==> config.mk <==
export PLATFORM = sky130hd
export DESIGN_NAME = uart_tx
export DESIGN_NICKNAME = d
export VERILOG_FILES = /design/src/rtl/uart_tx.sv
export SDC_FILE = /design/constraint.sdc
export NUM_CORES = 1
export LEC_CHECK = 0
export CORE_MARGIN = 3
export CORE_UTILIZATION = 35
export DETAILED_ROUTE_END_ITERATION = 10
export PLACE_DENSITY_LB_ADDON = 0.15
export SYNTH_ARGS = -nofsm -noshare
export SYNTH_HDL_FRONTEND = slang
export SYNTH_SLANG_ARGS = --single-unit
==> constraint.sdc <==
create_clock -name clk -period 2.1 [get_ports clk]
set_input_delay 0.42 -clock clk [delete_from_list [all_inputs] [get_ports clk]]
set_output_delay 0.42 -clock clk [all_outputs]
set_load 0.01 [all_outputs]
==> src/rtl/uart_tx.sv <==
// uart_tx: 8N1 serial transmitter with a one-entry holding register.
// A byte is accepted on any edge where tx_valid & tx_ready. It loads into the shifter when
// the line is idle, or on the last cycle of a stop bit, so queued bytes follow each other
// with no idle gap. uart_txd and tx_done come straight from flops.
//
// state | meaning
// IDLE  | line high, waiting for a held byte
// START | start bit (0) for BPS_CNT cycles
// DATA  | 8 data bits, LSB first, BPS_CNT cycles each
// STOP  | stop bit (1) for BPS_CNT cycles; may chain straight into START
module uart_tx #(
    parameter int BPS     = 9_600,
    parameter int CLK_FRE = 25_000_000
) (
    input  logic       clk,
    input  logic       rstn,
    input  logic       tx_valid,
    input  logic [7:0] tx_data,
    output logic       tx_ready,
    output logic       tx_busy,
    output logic       tx_done,
    output logic       uart_txd
);

    localparam int BPS_CNT = CLK_FRE / BPS;
    localparam int CW      = (BPS_CNT > 1) ? $clog2(BPS_CNT) : 1;
    localparam logic [CW-1:0] CNT_LAST = CW'(BPS_CNT - 1);
    localparam logic [CW-1:0] CNT_PRE  = CW'(BPS_CNT - 2);

    typedef enum logic [1:0] {IDLE, START, DATA, STOP} state_t;

    state_t        state;
    logic [7:0]    hold;
    logic          hold_valid;
    logic [7:0]    shift;
    logic [2:0]    bit_idx;
    logic [CW-1:0] clk_cnt;
    logic          bit_end;

    assign bit_end  = (clk_cnt == CNT_LAST);
    assign tx_ready = ~hold_valid;
    assign tx_busy  = (state != IDLE) | hold_valid;

    // Handshake, frame sequencing, registered line and stop-bit-end pulse.
    always_ff @(posedge clk or negedge rstn) begin
        if (!rstn) begin
            state      <= IDLE;
            hold       <= 8'h00;
            hold_valid <= 1'b0;
            shift      <= 8'h00;
            bit_idx    <= 3'd0;
            clk_cnt    <= '0;
            uart_txd   <= 1'b1;
            tx_done    <= 1'b0;
        end else begin
            tx_done <= 1'b0;

            // Only possible while the holding register is empty, so never on a load edge.
            if (tx_valid && !hold_valid) begin
                hold       <= tx_data;
                hold_valid <= 1'b1;
            end

            case (state)
                IDLE: begin
                    uart_txd <= 1'b1;
                    if (hold_valid) begin
                        shift      <= hold;
                        hold_valid <= 1'b0;
                        state      <= START;
                        clk_cnt    <= '0;
                        uart_txd   <= 1'b0;
                    end
                end
                START: begin
                    if (bit_end) begin
                        clk_cnt  <= '0;
                        bit_idx  <= 3'd0;
                        state    <= DATA;
                        uart_txd <= shift[0];
                    end else begin
                        clk_cnt <= clk_cnt + 1'b1;
                    end
                end
                DATA: begin
                    if (bit_end) begin
                        clk_cnt <= '0;
                        if (bit_idx == 3'd7) begin
                            state    <= STOP;
                            uart_txd <= 1'b1;
                        end else begin
                            bit_idx  <= bit_idx + 3'd1;
                            uart_txd <= shift[bit_idx + 3'd1];
                        end
                    end else begin
                        clk_cnt <= clk_cnt + 1'b1;
                    end
                end
                STOP: begin
                    // Raised one edge early so the flop is high exactly during the last stop cycle.
                    if (clk_cnt == CNT_PRE) begin
                        tx_done <= 1'b1;
                    end
                    if (bit_end) begin
                        clk_cnt <= '0;
                        if (hold_valid) begin
                            shift      <= hold;
                            hold_valid <= 1'b0;
                            state      <= START;
                            uart_txd   <= 1'b0;
                        end else begin
                            state    <= IDLE;
                            uart_txd <= 1'b1;
                        end
                    end else begin
                        clk_cnt <= clk_cnt + 1'b1;
                    end
                end
                default: begin
                    state    <= IDLE;
                    uart_txd <= 1'b1;
                end
            endcase
        end
    end

endmodule

# Word-level counts from Yosys, hierarchy flattened
# Cells that the tools add are included.
# totals
elab_cells	67
out_inout_bits	4
in_bits	11
regBits	36
# classes
order_cmp	1
reduce_logical	11
n_eq_ne	12
n_mux	31
n_bitwise	2
addsub	2
# ops
op	n
$eq 12x12->1 const B	2
$mux 12	2
$pmux 12 s2	1
$mux 8	2
$pmux 8 s2	1
$add 12x1->12 const B	1
$mux 1	12
$ne 2x2->1 const B	6
$mux 2	5
$mux 3	3
$pmux 2 s4	1
$pmux 3 s2	1
$reduce_bool 2->1	3
$reduce_and 5->1	1
$eq 2x2->1 const B	2
$lt 3x4->1 const B	1
$pmux 1 s4	1
$reduce_and 4->1	1
$add 3x1->3 const B	1
$bmux 1 s3	1
$eq 3x3->1 const B	1
$reduce_and 3->1	1
$reduce_or 3->1	1
$eq 2x1->1 const B	1
other kinds (7)	7

# Depth between registers and ports, before layout
# logic_depth
ltp_word	6
ltp_mapped	9
depth_no_buf	7

# Worst setup path after synthesis
# OpenSTA, ideal clock, no wires.
# synth_path
path_type	register -> register
startpoint	register state[0]
endpoint	register state[1]
setup_slack_ns	0.092
t_arrival_ns	1.883
stages_incl_launch_ff	7
synth_period_minus_slack_ns	2.008
setup_ns	0.125
cell_sequence	dfrtp_1 > inv_1 > ha_1 > clkbuf_1 > or3_1 > a221oi_2 > mux2_2
# synth_via
elab_chain_cells	3
word_cells_on_any_way	11
cone_classes	8 x eq/ne; 1 x mux; 2 x reduce/logical
# synth_lines
item	line_no	rtl
start: declaration	32	state_t state;
start signal: assignment	47	state <= IDLE;
start signal: assignment	70	state <= START;
start signal: assignment	79	state <= DATA;
$eq 2x2->1, or another cell as far along	64	case (state)
$ne 2x2->1 (no line)	--	
$reduce_and 5->1 (no line)	--	
# Parallel ways exist; a longest one is shown, timed or not.
# A chain may end at the register's enable or synchronous reset.

# Worst setup path in the final report
# Same ends and word-level chain as after synthesis.

==> run_results.csv <==
group,metric,value,unit
placed_design,place_congestion,0.779,
setup_path,arrival,2.20,ns
setup_path,worstPathRequired,2.28,ns
power,leakage,0.977,nW
timing,slew-limit-headroom,67.3,%
power,switchingPower,0.000972,W
power,seqPwrFrac,38.7,%
logic_synthesis,yosys.area.top_type,"dfrtp_1",
power,p_int,0.00189,W
clock_tree,cts_max_path_buffers,2,
grt,grt_usage,13.8,%
grt,grt_pass1_wl,6710,um
run,cap_violations,0,
timing,finalSetupViolCount,0,
clock_tree,hold_buffers,0,
cells_and_area,n_antenna_cell,0,
clock_tree,cts_sinks,36,
route,vias,1347,
logic_synthesis,yosysMostFrequentCell,"dfrtp_1",
clock_tree,cts_buffers,5,
cells_and_area,fin_area,2280,um2
route,first_pass_iters,4,
timing,tns,0,ns
placed_design,pre_cts_slack,0.109,ns
route,wirelength,3840,um
clock_tree,clkSlewWorstSetupHoldPaths,0.07,ns
setup_path,endpoint_kind,"flop",
floorplan,die_w,79.6,um
placed_design,dp_hpwl,2860,um
clock_tree,root_buffer,"clkbuf_8",
floorplan,core_area,5170,um2
route,avgViaCountPerCell,5.18,
grt,overflow,0,
cells_and_area,layout.nets,209,
cells_and_area,layout-drive-gt1-share,26.8,%
logic_synthesis,syn_area,1900,um2
setup_path,start_kind,"flop",
worst_hold_path,hp-class,"reg2reg",
logic_synthesis,ys_types,42,
timing,clock.fmax,0.496,GHz
clock_tree,htree_levels,2,
setup_path,timing.setup.critical_path_class,"reg2reg",
floorplan,die_h,79.6,um
grt,grt_pass1_vias,1449,
logic_synthesis,synth.area.top_cells,"dfrtp_1 46%, mux2_2 11%, ha_1 5.9%, nand3_1 2.4%, o21ai_0 2.4%",
logic_synthesis,synth_top_area_share,46.2,%
grt,antenna_found_initial,0,
logic_synthesis,ys_seq_area_share,47.6,%
floorplan,num_io_pins,15,
cells_and_area,fillers,472,
route,post_drt_wl_per_cell,14.8,um
logic_synthesis,synth_fp_nets,183,
logic_synthesis,synth_cells,163,
logic_synthesis,synth.avg_cell_area,11.6,um2
timing,final-hold-violation-count,0,
placed_design,dpl-instance-area,2150,um2
power,combPwrFrac,40.2,%
floorplan,dieArea,6330,um2
route,drt_iter0_markers,80,
logic_synthesis,synth_seq_cells,36,
logic_synthesis,ys_async_sr_fraction,100,%
run_status,status,"finished, final reports clean",
placed_design,numPortBuffers,14,
logic_synthesis,synth_common_cells,"35 x dfrtp_1, 18 x mux2_2, 11 x nand2_1",
power,peakVddDrop,539,uV
setup_path,cp_max_fo,6,
power,p_per_area,1260,nW/um2
power,switching_share,33.9,%
timing,timing.hold.ws,0.499,ns
timing,fin_ws,0.0849,ns
timing,rsz0062_at_grt,"no",
timing,drv_slew,0,
grt,grt_max_degree,37,
route,drc_errors,0,
clock_tree,clk_latency,0.29,ns
cells_and_area,syn_to_final_growth,20.3,%
power,pwr-share-clk,21.1,%
logic_synthesis,synth_enable_flop_cells,0,
setup_path,r2r_slack,0.08,ns
timing,period_needed,2.02,ns
floorplan,start_util,36.6,%
floorplan,rows,26,
timing,worstMarginPinSlew,0.488,ns
logic_synthesis,synth_flop_cell,"dfrtp_1",
clock_tree,tritoncts,"yes",
timing,final.period_utilization,96.0,%
timing,skew,0.00655,ns
logic_synthesis,ys_warn_count,0,
route,antenna_left,0,
per-layer routing:
layer,track usage (%),up-vias,share of wire [%]
met2,23.3,26,51
met4,6.87,0,2.4
met1,16.2,662,44
met5,0,-,0
met3,3.50,10,3.2
li1,-,649,-
cell usage in the layout, fill, tap and decap left out, drive strengths merged, types with 4 or more instances in the layout:
cell / count
a21oi: 8
a22o: 4
buf: 9
clkbuf: 6
clkdlybuf4s50: 13
dfrtp: 35
ha: 9
inv: 6
mux2: 18
nand2: 11
nand3: 9
nand4: 5
nor2: 10
o21ai: 10
xor2: 4
worst max-delay path, stage by stage (launching register included):
cell,delay [ns]
dfrtp_1,0.40
buf_4,0.15
ha_1,0.26
or3_1,0.40
a221oi_2,0.32
mux2_2,0.37
state kept, by name, indices dropped and copies added (netlist names):
register and flops:
tx_done 1, hold 8, uart_txd 1, clk_cnt 12, shift 8, bit_idx 3
state 2, hold_valid 1
stage by stage:
stage / std cells / total power [W] / util [%]
global route: 260 / 0.00308 / 44.1
CTS: 260 / 0.00290 / 44.1
floorplan: 163 / 0.00189 / -
global placement: 250 / 0.00219 / 41.5
finish: 260 / 0.00286 / 44.1
detailed placement: 250 / 0.00224 / 41.5
worst paths after layout:
check                                      from  cells past startpoint                     end
setup / recovery           state[0]$_DFFE_PN0P_                      5    state[1]$_DFFE_PN0P_
hold / removal             uart_txd$_DFFE_PN1P_                      2    uart_txd$_DFFE_PN1P_
setup reg to reg           state[0]$_DFFE_PN0P_                      5    state[1]$_DFFE_PN0P_
hold reg to reg            uart_txd$_DFFE_PN1P_                      2    uart_txd$_DFFE_PN1P_
max in group asynchronous                  rstn                      2    uart_txd$_DFFE_PN1P_
min in group asynchronous                  rstn                      2  clk_cnt[4]$_DFFE_PN0N_
timing repair:
item / 4_1_cts / 5_1_grt
gates resized for setup: 5 / 0
buffers inserted: 2 / 0
endpoints found under the setup margin: 1 / 0
endpoints found under the hold margin: 0 / 0
final cells by class:
type / count / area, um2 / share of cell area, %
Sequential cell: 36 / 902 / 39.6
Inverter: 6 / 22.5 / 0.988
Clock buffer: 6 / 72.6 / 3.18
Multi-Input combinational cell: 117 / 953 / 41.8
Clock inverter: 2 / 35.0 / 1.54
Timing Repair Buffer: 23 / 206 / 9.06
Tap cell: 70 / 87.6 / 3.84
power groups by stage:
stage / logic (W) / registers (W) / clock network, W
after floorplan: 0.000823 / 0.00107 / 0
after global placement: 0.00106 / 0.00112 / 0
after detailed placement: 0.00110 / 0.00114 / 0
after CTS: 0.00116 / 0.00111 / 0.000627
after global routing: 0.00128 / 0.00114 / 0.000654
final: 0.00115 / 0.00111 / 0.000605
kinds of logic (layout without fill, tap and decap cells):
| group | count (synthesis) | after routing | share of synthesized area, % |
|---|---|---|---|
| and+or+nand+nor | 51 | 51 | 16.2 |
| DFF | 36 | 36 | 47.6 |
| AOI/OAI and AO/OA | 31 | 31 | 11.6 |
| muxes | 22 | 22 | 14.1 |
| buffers and inverters | 10 | 37 | 2.77 |
| adders and majority gates | 9 | 9 | 5.94 |
| xor gates and xnor gates | 4 | 4 | 1.85 |
No activity file was read; power rests on OpenSTA's default activity.
